**config.mk**
```make
export PLATFORM = sky130hd
export DESIGN_NAME = fifo_arbiter
export DESIGN_NICKNAME = d
export VERILOG_FILES = /design/src/rtl/fifo_arbiter.sv
export SDC_FILE = /design/constraint.sdc
export NUM_CORES = 1
export LEC_CHECK = 0
export BUFFER_PORTS_ARGS = -buffer_cell sky130_fd_sc_hd__buf_2
export CORE_MARGIN = 8
export CORE_UTILIZATION = 31
export CTS_CLUSTER_SIZE = 14
export DETAILED_ROUTE_END_ITERATION = 8
export PLACE_DENSITY = 0.71
export RECOVER_POWER = 50
export SLEW_MARGIN = 20
export SYNTH_ARGS = -nofsm -noshare
export SYNTH_HDL_FRONTEND = slang
export SYNTH_SLANG_ARGS = --single-unit
```
**constraint.sdc**
```tcl
create_clock -name clk -period 0.9 [get_ports clk]
set_input_delay 0.045 -clock clk [delete_from_list [all_inputs] [get_ports clk]]
set_output_delay 0.045 -clock clk [all_outputs]
set_load 0.01 [all_outputs]
```
**src/rtl/fifo_arbiter.sv**
```systemverilog
// Two-producer write arbiter and 3-state read sequencer wrapped around an external FIFO.
// Define FIFO_ARB_FIXED_PRIO_EN to give producer 0 fixed priority on contention (default: round-robin).
module fifo_arbiter #(
    parameter int WIDTH = 8
) (
    input  logic             clk,
    input  logic             rst,
    input  logic             p0_valid,
    input  logic [WIDTH-1:0] p0_data,
    output logic             p0_ready,
    input  logic             p1_valid,
    input  logic [WIDTH-1:0] p1_data,
    output logic             p1_ready,
    output logic             fifo_wr_en,
    output logic [WIDTH-1:0] fifo_din,
    input  logic             fifo_full,
    output logic             fifo_rd_en,
    input  logic [WIDTH-1:0] fifo_dout,
    input  logic             fifo_empty,
    output logic             out_valid,
    output logic [WIDTH-1:0] out_data,
    input  logic             out_ready,
    output logic             last_grant
);

    typedef enum logic [1:0] {
        ST_IDLE  = 2'd0,
        ST_FETCH = 2'd1,
        ST_HOLD  = 2'd2
    } rd_state_t;

    rd_state_t        state_q, state_d;
    logic             out_valid_q, out_valid_d;
    logic [WIDTH-1:0] out_data_q, out_data_d;
    logic             last_grant_q, last_grant_d;
    logic             grant_s;
    logic             grant_idx_s;

    // Write arbitration: pick a producer from the valids, full flag and previous winner.
    always_comb begin
        grant_s     = 1'b0;
        grant_idx_s = 1'b0;
        if (rst || fifo_full) begin
            grant_s = 1'b0;
        end else if (p0_valid && p1_valid) begin
            grant_s = 1'b1;
`ifdef FIFO_ARB_FIXED_PRIO_EN
            grant_idx_s = 1'b0;
`else
            grant_idx_s = ~last_grant_q;
`endif
        end else if (p0_valid) begin
            grant_s     = 1'b1;
            grant_idx_s = 1'b0;
        end else if (p1_valid) begin
            grant_s     = 1'b1;
            grant_idx_s = 1'b1;
        end else begin
            grant_s = 1'b0;
        end
    end

    // Drive producer handshakes and FIFO write port from the grant decision.
    always_comb begin
        p0_ready     = 1'b0;
        p1_ready     = 1'b0;
        fifo_wr_en   = 1'b0;
        fifo_din     = {WIDTH{1'b0}};
        last_grant_d = last_grant_q;
        if (grant_s) begin
            p0_ready     = ~grant_idx_s;
            p1_ready     = grant_idx_s;
            fifo_wr_en   = 1'b1;
            fifo_din     = grant_idx_s ? p1_data : p0_data;
            last_grant_d = grant_idx_s;
        end else begin
            last_grant_d = last_grant_q;
        end
    end

    // Read sequencer next state; the read strobe is issued in the same cycle as the decision.
    always_comb begin
        state_d     = state_q;
        out_valid_d = out_valid_q;
        out_data_d  = out_data_q;
        fifo_rd_en  = 1'b0;
        if (rst) begin
            state_d = ST_IDLE;
        end else begin
            case (state_q)
                ST_IDLE: begin
                    out_valid_d = 1'b0;
                    if (!fifo_empty) begin
                        fifo_rd_en = 1'b1;
                        state_d    = ST_FETCH;
                    end else begin
                        state_d = ST_IDLE;
                    end
                end
                ST_FETCH: begin
                    out_data_d  = fifo_dout;
                    out_valid_d = 1'b1;
                    state_d     = ST_HOLD;
                end
                ST_HOLD: begin
                    if (!out_ready) begin
                        state_d = ST_HOLD;
                    end else if (!fifo_empty) begin
                        fifo_rd_en  = 1'b1;
                        out_valid_d = 1'b0;
                        state_d     = ST_FETCH;
                    end else begin
                        out_valid_d = 1'b0;
                        state_d     = ST_IDLE;
                    end
                end
                default: begin
                    out_valid_d = 1'b0;
                    state_d     = ST_IDLE;
                end
            endcase
        end
    end

    // State registers; reset leaves last_grant at 1 so producer 0 wins the first contention.
    always_ff @(posedge clk) begin
        if (rst) begin
            state_q      <= ST_IDLE;
            out_valid_q  <= 1'b0;
            out_data_q   <= {WIDTH{1'b0}};
            last_grant_q <= 1'b1;
        end else begin
            state_q      <= state_d;
            out_valid_q  <= out_valid_d;
            out_data_q   <= out_data_d;
            last_grant_q <= last_grant_d;
        end
    end

    assign out_valid  = out_valid_q;
    assign out_data   = out_data_q;
    assign last_grant = last_grant_q;

endmodule

```
==> results by group <==
Worst setup path
  • Worst Setup End Kind: output port
  • Top delay family on crit path: flip-flops
  • Crit-path max FO: 4
  • Crit path max-delay cell type: dfxtp_2
  • Critical Path Stages: 4
  • Crit path buffers/inverters: 1
  • R2R setup slack: 0.02 ns
  • Crit Path Class: reg2out
  • CP arrival: 1.25 ns
  • Worst R2R End: out_data[7]
  • Startpoint types: register
  • Worst stage delay on the critical path: 0.33 ns
  • R2R cell count: 4
  • Critical Path RT: 0.85 ns
  • Crit Reg-Reg Startpoint: state_q[0]
  • CP cell instances: nand2b_4 > and3_4 > a22o_1 > buf_2

Timing
  • Slew Viols, Final: 0
  • RSZ-0062 raised after global routing: true
  • Fin. Hold Viols: 0
  • Max frequency: approximately 770 MHz
  • Rel. slew slack: 0.855
  • Tmin final: roughly 1.3 ns
  • Fin crit share: 1.44
  • Slew @ Worst Pin: 0.215 ns
  • Setup_tns: -3.57 ns
  • Skew final: 0.00378 ns
  • Worst setup margin: -0.398 ns
  • Setup violations, final: 11

Global route
  • Vias in the first global route: 760
  • GRT Max-Usage Layer: met2
  • Antenna violations before repair: 0
  • Met1 usage: 0.117
  • Grt met3 use: 0.0596
  • GR Util All Layers: 0.119
  • Met2 Use GR: 0.210
  • First-pass GRT wire length: 3270 um
  • Largest net degree at the start of global routing: 14
  • Overflow after GRT: 0

Synthesis
  • Yosys top cell by area: dfxtp_1
  • Post-synthesis sequential area ratio: 0.435
  • Syn Area/Cell: 8.24 um2
  • Number of enable flip-flop cells after synthesis: 0
  • Synth Flop Type: dfxtp_1
  • #FFs+latches synth: 12
  • Cell Area, Synth: 552 um2
  • Post-synth cell types: 15
  • Synth top area cells: dfxtp_1, a22o_1, nand2_1
  • Share of the synthesized area in the top cell type: 0.435
  • Cells after Synth: 67
  • Top-count cell post-synth: nand2_1
  • Synth Warn #: 0
  • Synth top cells by count: nand2_1, dfxtp_1, a21oi_1, a22o_1
  • Total nets after synthesis: 98
  • Ys async rst share: 0

Floorplan
  • DIE AREA: around 3400 um2
  • Core area: 1710 um2
  • Starting Density: 0.323
  • Boundary Pins: 53
  • Die width: about 58 um
  • Row count: 15
  • Die height: 58.2 um

Route
  • Final wirelength: 2090 um
  • Post-DR wirelength/cell: 13.7 um
  • Vias: 721
  • Routed Antenna Nets: 0
  • First-pass DRT Iterations: 3
  • DRT iter0 DRCs: 17
  • DRC violation count after routing: 0
  • Vias per cell: about 4.7

Clock tree
  • CTS buffer count: 3
  • Root Buffer Master: clkbuf_4
  • CTS max path bufs: 2
  • Latest clock arrival within the worst-skew pair: 0.27 ns
  • H-tree Lvls: 1
  • CTS tree: done
  • Clock-pin transition on the worst setup and hold timing paths: around 0.08 ns
  • CTS sink cnt: 12

Layout
  • Area of the multi-input gates: 347 um2
  • FF+latch area: 246 um2
  • Area growth syn-to-layout: 82.5%
  • Nets@finish: 160
  • Filler cell count: 172
  • ANT cells: 0
  • Final core occ: 0.590
  • Layout cells sized above 1: 0.555

Run status
  • Violated checks: negative setup slack
  • Outcome: complete, but fails checks

Place
  • Final GP Congestion: around 0.73
  • # port buffers: 52
  • Post-DP HPWL: around 1500 um

Run
  • MaxCap Viol Count: 0

Pwr
  • Leakage Power: 0.493 nW
  • VDD IR max: 1.40 mV
  • PwrDens: 1290 nW/um2
  • Total power: roughly 0.0013 W

Min path
  • Worst Hold Depth: 3
  • Worst hold start: fifo_dout[5]
  • Hold endpoint: out_data[5]
  • Tightest Hold Check Type: in2reg
metal layers:
metal  vias up  wire length [um]  part of all wire
met5         -                 0                 0
met3         2               294              0.14
met2        48               936              0.45
met1       311               856              0.41
met4         0                 6            0.0029
li1        360                 -                 -
placed cells by master (no fill, tap or decap), types with 3 or more instances in the layout:
cell	n
clkbuf_4	3
buf_6	5
dfxtp_1	9
a22o_1	8
nand2_1	16
a21oi_1	9
clkbuf_1	4
buf_2	45
and3_4	4
buf_4	4
flip-flops by register name, summed over array words and instances (netlist names):
register and count:
last_grant 1, out_data 8, out_valid 1, state_q 2
worst reg2reg max path, delay by kind of cell, from the launching register on:
family | cells | cell delay (ns)
buf+inv | 1 | 0.13
simple gates | 2 | 0.21
flops | 1 | 0.38
compound gates | 1 | 0.11
through the flow:
stage                     cell area, um2  setup slack, ns  hold slack [ns]  instances
after detailed placement             856           -0.146            0.236        143
after floorplan                      572          -0.0969            0.122         67
final                               1010           -0.398          0.00980        153
after global placement               856           -0.116            0.228        143
after global routing                1010           -0.431           0.0113        153
after CTS                            972           -0.370          0.00167        152
cells by family (layout without fill, tap and decap cells):
kind of cell,after synthesis,after routing,share of synthesized area
AND/OR/NAND/NOR,30,32,0.261
AO/OA/AOI/OAI,20,20,0.247
flip-flops,12,12,0.435
buffers and inverters,5,64,0.0567
report_power, final:
group	switching [W]	total [W]	internal [W]
Clock	0.000176	0.000422	0.000246
Sequential	0.0000187	0.000577	0.000558
Combinational	0.000139	0.000305	0.000166
Total	0.000334	0.00130	0.000970
how the worst max path moves through the flow:
stage | from | to | slack, ns
after global routing | last_grant | fifo_din[2] | -0.43
after CTS | last_grant | fifo_din[6] | -0.37
after floorplan | last_grant | fifo_din[0] | -0.1
after global placement | last_grant | fifo_din[6] | -0.12
final | last_grant | fifo_din[2] | -0.40
after detailed placement | last_grant | fifo_din[6] | -0.15
cell type report:
| class | count | share of cell area |
|---|---|---|
| clock buffer | 4 | 0.0360 |
| multi-input combinational | 52 | 0.344 |
| sequential | 12 | 0.245 |
| tap | 25 | 0.0311 |
| timing repair buffer | 60 | 0.344 |
what timing repair did:
action	CTS	global route
setup endpoints to repair	21	22
hold buffers	2	0
resized for setup	10	10
endpoints found under the hold margin	2	0
gates cloned	2	0
pin swaps	8	0
setup buffers	1	1
No activity file was read; power rests on OpenSTA's default activity.
